==> src/rtl/ro_puf_bank.sv <==
// Bank of N_CH emulated ring oscillators with a windowed rising-edge counter per channel.
// Optional challenge comparator (resp_o) is compiled in when RO_PUF_CHALLENGE_EN is defined.
//
// state     | meaning
// ----------+-----------------------------------------------------------
// S_IDLE    | waiting for start_i; counters hold their reset value
// S_MEASURE | window open; rising edges accumulate, busy_o high
// S_DONE    | window closed; counters frozen, done_o high until next start
module ro_puf_bank #(
  parameter  int N_CH     = 4,
  parameter  int STAGES   = 15,
  parameter  int DIV_BASE = 4,
  parameter  int DIV_STEP = 1,
  parameter  int WINDOW   = 256,
  parameter  int CNT_W    = 16,
  localparam int SEL_W    = (N_CH > 1) ? $clog2(N_CH) : 1
) (
  input  logic             clk_i,
  input  logic             rst_i,
  input  logic             enable_i,
  input  logic             start_i,
  input  logic [SEL_W-1:0] sel_i,
`ifdef RO_PUF_CHALLENGE_EN
  input  logic [SEL_W-1:0] chal_a_i,
  input  logic [SEL_W-1:0] chal_b_i,
  output logic             resp_o,
`endif
  output logic [CNT_W-1:0] count_o,
  output logic             busy_o,
  output logic             done_o
);

  localparam int DIV_MAX = DIV_BASE + (N_CH - 1) * DIV_STEP;
  localparam int DIV_W   = (DIV_MAX > 1) ? $clog2(DIV_MAX) : 1;
  localparam int WIN_W   = (WINDOW > 1) ? $clog2(WINDOW) : 1;
  localparam logic [WIN_W-1:0] WIN_LAST = WIN_W'(WINDOW - 1);
  localparam logic [CNT_W-1:0] CNT_MAX  = {CNT_W{1'b1}};

  function automatic logic [STAGES-1:0] seed_f();
    logic [STAGES-1:0] s;
    for (int k = 0; k < STAGES; k++) begin
      s[k] = ~k[0];
    end
    return s;
  endfunction

  localparam logic [STAGES-1:0] SEED = seed_f();

  typedef enum logic [1:0] {
    S_IDLE    = 2'd0,
    S_MEASURE = 2'd1,
    S_DONE    = 2'd2
  } state_t;

  logic [N_CH-1:0] rise;

  // Oscillator channels run independently of the FSM, including while idle.
  for (genvar g = 0; g < N_CH; g++) begin : g_ch
    localparam int DIV_G = DIV_BASE + g * DIV_STEP;
    localparam logic [DIV_W-1:0] DIV_LAST = DIV_W'(DIV_G - 1);

    logic [DIV_W-1:0]  div_q, div_d;
    logic [STAGES-1:0] ring_q, ring_d;
    logic              prev_q;
    logic              tick;
    logic              osc;

    assign tick    = (div_q == DIV_LAST);
    assign osc     = ring_q[STAGES-1];
    assign rise[g] = osc & ~prev_q;

    always_comb begin
      div_d  = tick ? '0 : div_q + DIV_W'(1);
      ring_d = ring_q;
      if (tick) begin
        ring_d = {~ring_q[STAGES-2:0], ~(enable_i & ring_q[STAGES-1])};
      end
    end

    always_ff @(posedge clk_i) begin
      if (rst_i) begin
        div_q  <= '0;
        ring_q <= SEED;
        prev_q <= SEED[STAGES-1];
      end else begin
        div_q  <= div_d;
        ring_q <= ring_d;
        prev_q <= osc;
      end
    end
  end

  state_t           state_q, state_d;
  logic [WIN_W-1:0] win_q, win_d;
  logic [CNT_W-1:0] cnt_q [N_CH];
  logic [CNT_W-1:0] cnt_d [N_CH];
`ifdef RO_PUF_CHALLENGE_EN
  logic             resp_q, resp_d;
  logic [CNT_W-1:0] chal_a_cnt, chal_b_cnt;
`endif

  always_comb begin
    state_d = state_q;
    win_d   = win_q;
    cnt_d   = cnt_q;
`ifdef RO_PUF_CHALLENGE_EN
    resp_d     = resp_q;
    chal_a_cnt = '0;
    chal_b_cnt = '0;
`endif
    case (state_q)
      S_IDLE, S_DONE: begin
        if (start_i) begin
          state_d = S_MEASURE;
          win_d   = '0;
          for (int i = 0; i < N_CH; i++) begin
            cnt_d[i] = '0;
          end
`ifdef RO_PUF_CHALLENGE_EN
          resp_d = 1'b0;
`endif
        end
      end
      S_MEASURE: begin
        for (int i = 0; i < N_CH; i++) begin
          if (rise[i] && (cnt_q[i] != CNT_MAX)) begin
            cnt_d[i] = cnt_q[i] + CNT_W'(1);
          end
        end
        win_d = win_q + WIN_W'(1);
        if (win_q == WIN_LAST) begin
          state_d = S_DONE;
`ifdef RO_PUF_CHALLENGE_EN
          // Compare the updated counts so the edge on the closing cycle is included.
          for (int i = 0; i < N_CH; i++) begin
            if (chal_a_i == SEL_W'(i)) chal_a_cnt = cnt_d[i];
            if (chal_b_i == SEL_W'(i)) chal_b_cnt = cnt_d[i];
          end
          resp_d = (chal_a_cnt > chal_b_cnt);
`endif
        end
      end
      default: state_d = S_IDLE;
    endcase
  end

  always_ff @(posedge clk_i) begin
    if (rst_i) begin
      state_q <= S_IDLE;
      win_q   <= '0;
      for (int i = 0; i < N_CH; i++) begin
        cnt_q[i] <= '0;
      end
`ifdef RO_PUF_CHALLENGE_EN
      resp_q <= 1'b0;
`endif
    end else begin
      state_q <= state_d;
      win_q   <= win_d;
      cnt_q   <= cnt_d;
`ifdef RO_PUF_CHALLENGE_EN
      resp_q <= resp_d;
`endif
    end
  end

  // Select values beyond the last channel read back as zero.
  always_comb begin
    count_o = '0;
    for (int i = 0; i < N_CH; i++) begin
      if (sel_i == SEL_W'(i)) count_o = cnt_q[i];
    end
  end

  assign busy_o = (state_q == S_MEASURE);
  assign done_o = (state_q == S_DONE);
`ifdef RO_PUF_CHALLENGE_EN
  assign resp_o = resp_q;
`endif

endmodule

==> config.mk <==
export PLATFORM = sky130hd
export DESIGN_NAME = ro_puf_bank
export DESIGN_NICKNAME = d
export VERILOG_FILES = /design/src/rtl/ro_puf_bank.sv
export SDC_FILE = /design/constraint.sdc
export NUM_CORES = 1
export LEC_CHECK = 0
export CAP_MARGIN = 0
export CORE_ASPECT_RATIO = 1.5
export CORE_MARGIN = 10
export CORE_UTILIZATION = 40
export DETAILED_ROUTE_END_ITERATION = 8
export GPL_ROUTABILITY_DRIVEN = 0
export PLACE_DENSITY = 0.63
export SLEW_MARGIN = 15
export SYNTH_ARGS = -nofsm -noshare
export SYNTH_HDL_FRONTEND = slang
export SYNTH_SLANG_ARGS = --single-unit
==> constraint.sdc <==
create_clock -name clk_i -period 2.6 [get_ports clk_i]
set_clock_uncertainty 0.15 [all_clocks]
set_input_delay 0.26 -clock clk_i [delete_from_list [all_inputs] [get_ports clk_i]]
set_output_delay 0.26 -clock clk_i [all_outputs]
set_load 0.01 [all_outputs]
# Word level (Yosys, flattened, before mapping)

Index checks and enable logic that the tools add are counted.

Bits in registers: 150
Input bits: 6

Bitwise operators: 20
Muxes and demuxes: 15
$add $sub $neg: 9
Reduce and logical (&&, ||, !) cells: 18
Equality and inequality tests: 20

Operators with widths:

| cell                  | count |
|---|---|
| $mux 16               | 8 |
| $pmux 64 s2           | 1 |
| $add 16x1->16 const B | 4 |
| $mux 64               | 1 |
| $ne 16x16->1 const B  | 4 |
| $not 14->14           | 4 |
| $pmux 8 s2            | 1 |
| $add 3x1->3 const B   | 4 |
| $reduce_and 3->1      | 4 |
| $ne 2x1->1 const B    | 5 |
| $reduce_or 2->1       | 5 |
| $eq 3x3->1 const B    | 3 |
| $add 8x1->8 const B   | 1 |
| $and 1x1->1           | 8 |
| $eq 8x8->1 const B    | 1 |
| $mux 8                | 1 |
| $not 1->1             | 8 |
| $eq 2x2->1 const B    | 3 |
| $eq 2x1->1 const B    | 2 |
| $logic_and 1x1->1     | 4 |
| $logic_not 2->1       | 2 |
| $mux 2                | 2 |
| $pmux 2 s2            | 1 |
| $reduce_and 2->1      | 2 |
| other kinds (3)       | 3 |

# Logic depth before layout (Yosys ltp)

Gate-level depths: netlist of run 1.

Word-level depth: 5
Mapped depth: 9
Mapped depth without buffers: 6

# Worst setup path after synthesis of run 1

OpenSTA, ideal clock, no wires.

Path kind: register to register
From: register cnt_q[16] (netlist bit)
To: register cnt_q[23] (netlist bit)
Required time: 2,336 ps
Data arrival time: 1,846 ps
Setup slack: 490 ps
Stages on the path, launching flop included: 10
Clock period less this slack: 2,110 ps
Cells stage by stage: dfxtp_1 > ha_1 > and3_1 > buf_2 > and3b_1 > clkbuf_1 > a21o_1 > buf_2 > a22o_1 > a21o_1

Word-level cells in the longest chain between the ends: 4

RTL lines:

| what                                                  | RTL line | text |
|---|---|---|
| start, declared                                       | 95       | `logic [CNT_W-1:0] cnt_q [N_CH];` |
| start signal, assigned                                | 160      | `cnt_q <= cnt_d;` |
| branches (longest 4 deep; another with $add 16x1->16) | --       |  |

Parallel ways; which one is timed is not known. The select of a mux whose other input is x is not followed.
A chain may end at the register's enable or synchronous reset.

# Worst setup path after layout of run 1

From: register cnt_q[33] (netlist bit)
To: register cnt_q[42] (netlist bit)

The elaborated chain is that of the path after synthesis.

==> flow_metrics.env, run 1 <==
export IMPL_outcome="complete, no violations"
export IMPL_cts_resized_gates=0
export IMPL_async_reset_ff_share_pct=0
export IMPL_max_freq_mhz=412
export IMPL_synth_cell_types=66
export IMPL_power_density_nw_per_um2=627
export IMPL_finalHoldViolCount=0
export IMPL_netlist_area_um2=7010
export IMPL_cp_cell_sequence="ha_1 -> nand3_1 -> nor4_2 -> buf_4 -> a211oi_1 -> nand2_1 -> o31ai_1"
export IMPL_fin_area_um2=8140
export IMPL_htree_levels=4
export IMPL_wl_per_cell_um=16.6
export IMPL_final_core_util_pct=47.1
export IMPL_core_um2=17300
export IMPL_fin_nets=865
export IMPL_grtUsageTotal_pct=15.4
export IMPL_postCtsHoldBufs=0
export IMPL_startpoint_type="register"
export IMPL_rsz0062_at_grt="no"
export IMPL_io_buffer_count=23
export IMPL_finalCritPeriodShare_pct=93.4
export IMPL_end_kind="register"
export IMPL_worst_ep_required_time_ns=2.80
export IMPL_hold_ws_ns=0.212
export IMPL_cts_root_buf="clkbuf_16"
export IMPL_path_buf_inv=1
export IMPL_clockBufferDepth=2
export IMPL_antennaDiodeCount=0
export IMPL_synth_edf_count=0
export IMPL_min_from="rst_i"
export IMPL_die_h_um=182
export IMPL_finalSetupViolCount=0
export IMPL_hold_class="input pin to register"
export IMPL_n_fill_cell=1733
export IMPL_dpl_cell_count=1040
export IMPL_cp_slowest_cell="a211oi_1"
export IMPL_drive_gt1_share_pct=11.4
export IMPL_setup_tns_ns=0
export IMPL_slowest_delay_ns=0.82
export IMPL_grt_pass1_vias=5643
export IMPL_period_needed_ns=2.43
export IMPL_critPathMaxFanout=7
export IMPL_grt_ovfl_total=0
export IMPL_final_cells=1070
export IMPL_antenna_left=0
export IMPL_cts_tree="built"
export IMPL_vias=6068
export IMPL_max_cap_viol_count=0
export IMPL_drtIter0Drc=461
export IMPL_ys_flop_type="dfxtp_1"
export IMPL_syn_avg_cell_area_um2=8.56
export IMPL_path_clk_slew_ns=0.07
export IMPL_drc_errors=0
export IMPL_crit_type="register to register"
export IMPL_ys_ff_latch=150
export IMPL_grt_pass1_wl_mm=29.0
export IMPL_worstSkewPairLatency_ns=0.43
export IMPL_drt_wl_total_mm=17.7
export IMPL_hpwl_mm=12.6
export IMPL_dr_pass1_iters=5
export IMPL_area_growth_syn_to_layout_pct=16.1
export IMPL_ir_worst_vdd_uv=478
export IMPL_final_max_slew_viol_count=0
export IMPL_synthCells=819
export IMPL_initial_utilization_pct=40.6
export IMPL_crit_path_start="cnt_q[33]$_SDFFE_PP0P_"
export IMPL_cts_buffers=17
export IMPL_grt_max_degree=43
export IMPL_antenna_found_initial=0
export IMPL_chipWidth_um=128
export IMPL_num_rows=59
export IMPL_p_leak_nw=3.08
export IMPL_slew_headroom_pct=31.1
export IMPL_clock_sinks=150
export IMPL_die_area_um2=23300
export IMPL_crit_family="compound AO/OA/AOI/OAI gates"
export IMPL_critPathArrivalTime_ns=2.63
export IMPL_post_cts_setup_buffers=0
export IMPL_seq_area_frac_synth_pct=42.8
export IMPL_viasPerCell=5.67
export IMPL_placed_cell_area_um2=7550
export IMPL_syn_num_nets=838
export IMPL_tightestPinTransition_ns=1.03
export IMPL_ys_warnings_count=0
export IMPL_io_pins=24
export IMPL_reg2reg_from="cnt_q[33]$_SDFFE_PP0P_"
-- report_power, final --
group,internal [W],total [W],switching [W],leakage (nW)
Sequential,0.00233,0.00235,0.0000212,1.21
Clock,0.00150,0.00248,0.000972,0.276
Combinational,0.000105,0.000279,0.000174,1.59
-- cell usage in the layout, fill, tap and decap left out, types with 10 or more instances in the layout --
cell type / count
nor3_1: 23
inv_1: 22
o31ai_1: 10
buf_4: 28
nand3_1: 51
nor2_1: 86
or3_1: 12
nand4_1: 12
a21o_1: 12
clkdlybuf4s50_1: 22
o211ai_1: 26
dfxtp_1: 150
ha_1: 13
mux2i_1: 12
clkbuf_16: 17
o21ai_0: 51
mux4_2: 16
nand2_1: 86
and3_1: 17
a21oi_1: 67
a31oi_1: 10
-- logic make-up after synthesis --
logic type	Yosys count	synth area share, %
muxes	30	7.17
DFF	150	42.8
buffers and inverters	68	3.82
adders and majority gates	13	2.32
and+or+nand+nor	339	24.1
AOI/OAI and AO/OA	219	19.8
-- worst paths after layout --
check | depth (start not counted) | end | slack [ns]
setup / recovery | 7 | cnt_q[42]$_SDFFE_PP0P_ | 0.17
hold / removal | 3 | g_ch[1].ring_q[1]$_SDFFE_PP0P_ | 0.21
setup reg to reg | 7 | cnt_q[42]$_SDFFE_PP0P_ | 0.17
hold reg to reg | 1 | g_ch[0].ring_q[3]$_SDFFE_PP0P_ | 0.28
-- stage by stage --
stage,setup slack [ns],power (W)
6_report,0.172,0.00511
5_1_grt,0.0934,0.00530
4_1_cts,0.185,0.00516
3_5_place_dp,0.207,0.00268
3_3_place_gp,0.225,0.00268
2_1_floorplan,0.490,0.00259
-- state kept, by name, summed over array words and instances, names as in the netlist --
| name | cells |
|---|---|
| cnt_q | 64 |
| g_ch.div_q | 12 |
| g_ch.prev_q | 4 |
| g_ch.ring_q | 60 |
| state_q | 2 |
| win_q | 8 |
-- worst reg2reg max path, delay by kind of cell, from the launching register on --
kind | cells | cell delay, ns
buf+inv | 1 | 0.16
compound gates | 2 | 1.04
fa+ha+maj | 1 | 0.24
flops | 1 | 0.37
simple gates | 3 | 0.38
-- cell type report --
type / count / area, um2 / area share, %
flip-flops and latches: 150 / 3000 / 36.9
well taps: 213 / 267 / 3.27
clock buffers: 19 / 433 / 5.32
repair buffers: 52 / 455 / 5.59
inverters: 24 / 90.1 / 1.11
clock inverters: 11 / 153 / 1.88
multi-input cells: 601 / 3740 / 45.9
-- routing by layer --
metal  vias up  routed length [um]  global-route usage, %
met1      2844                7420                   17.5
met4         0                 669                   8.58
met3        40                 814                   3.34
li1       3040                   -                      -
met5         -                   0                      0
met2       144                8810                   26.1
-- cell usage after synthesis (all sizes together), types with 4 or more instances --
library cell	instances	share of area [%]
nand4	12	1.1
a211oi	5	0.54
nand3	51	3.6
dfxtp	150	43
nor3	25	1.9
and3	17	1.5
a21o	12	1.3
clkbuf	31	1.7
buf	13	0.87
o22ai	7	0.71
mux4	16	5.1
and4	8	1.0
o21ai	55	4.0
nor2	87	4.7
or2	6	0.54
or3	12	1.1
ha	13	2.3
a22o	4	0.50
inv	22	1.2
nor4	4	0.54
nand2	86	4.6
a211o	5	0.62
o31ai	10	1.1
and2	8	0.71
o211ai	27	3.0
a21oi	68	4.9
a31oi	10	0.89
mux2i	12	1.7
nand3b	5	0.54
Note: power is estimated with default switching activity, not from simulation.
==> run 2: changes to the inputs <==
- HOLD_SLACK_MARGIN: default -> 0.06
==> results of run 2 <==
The final DEF is identical to that of run 1; final timing and power are the same.
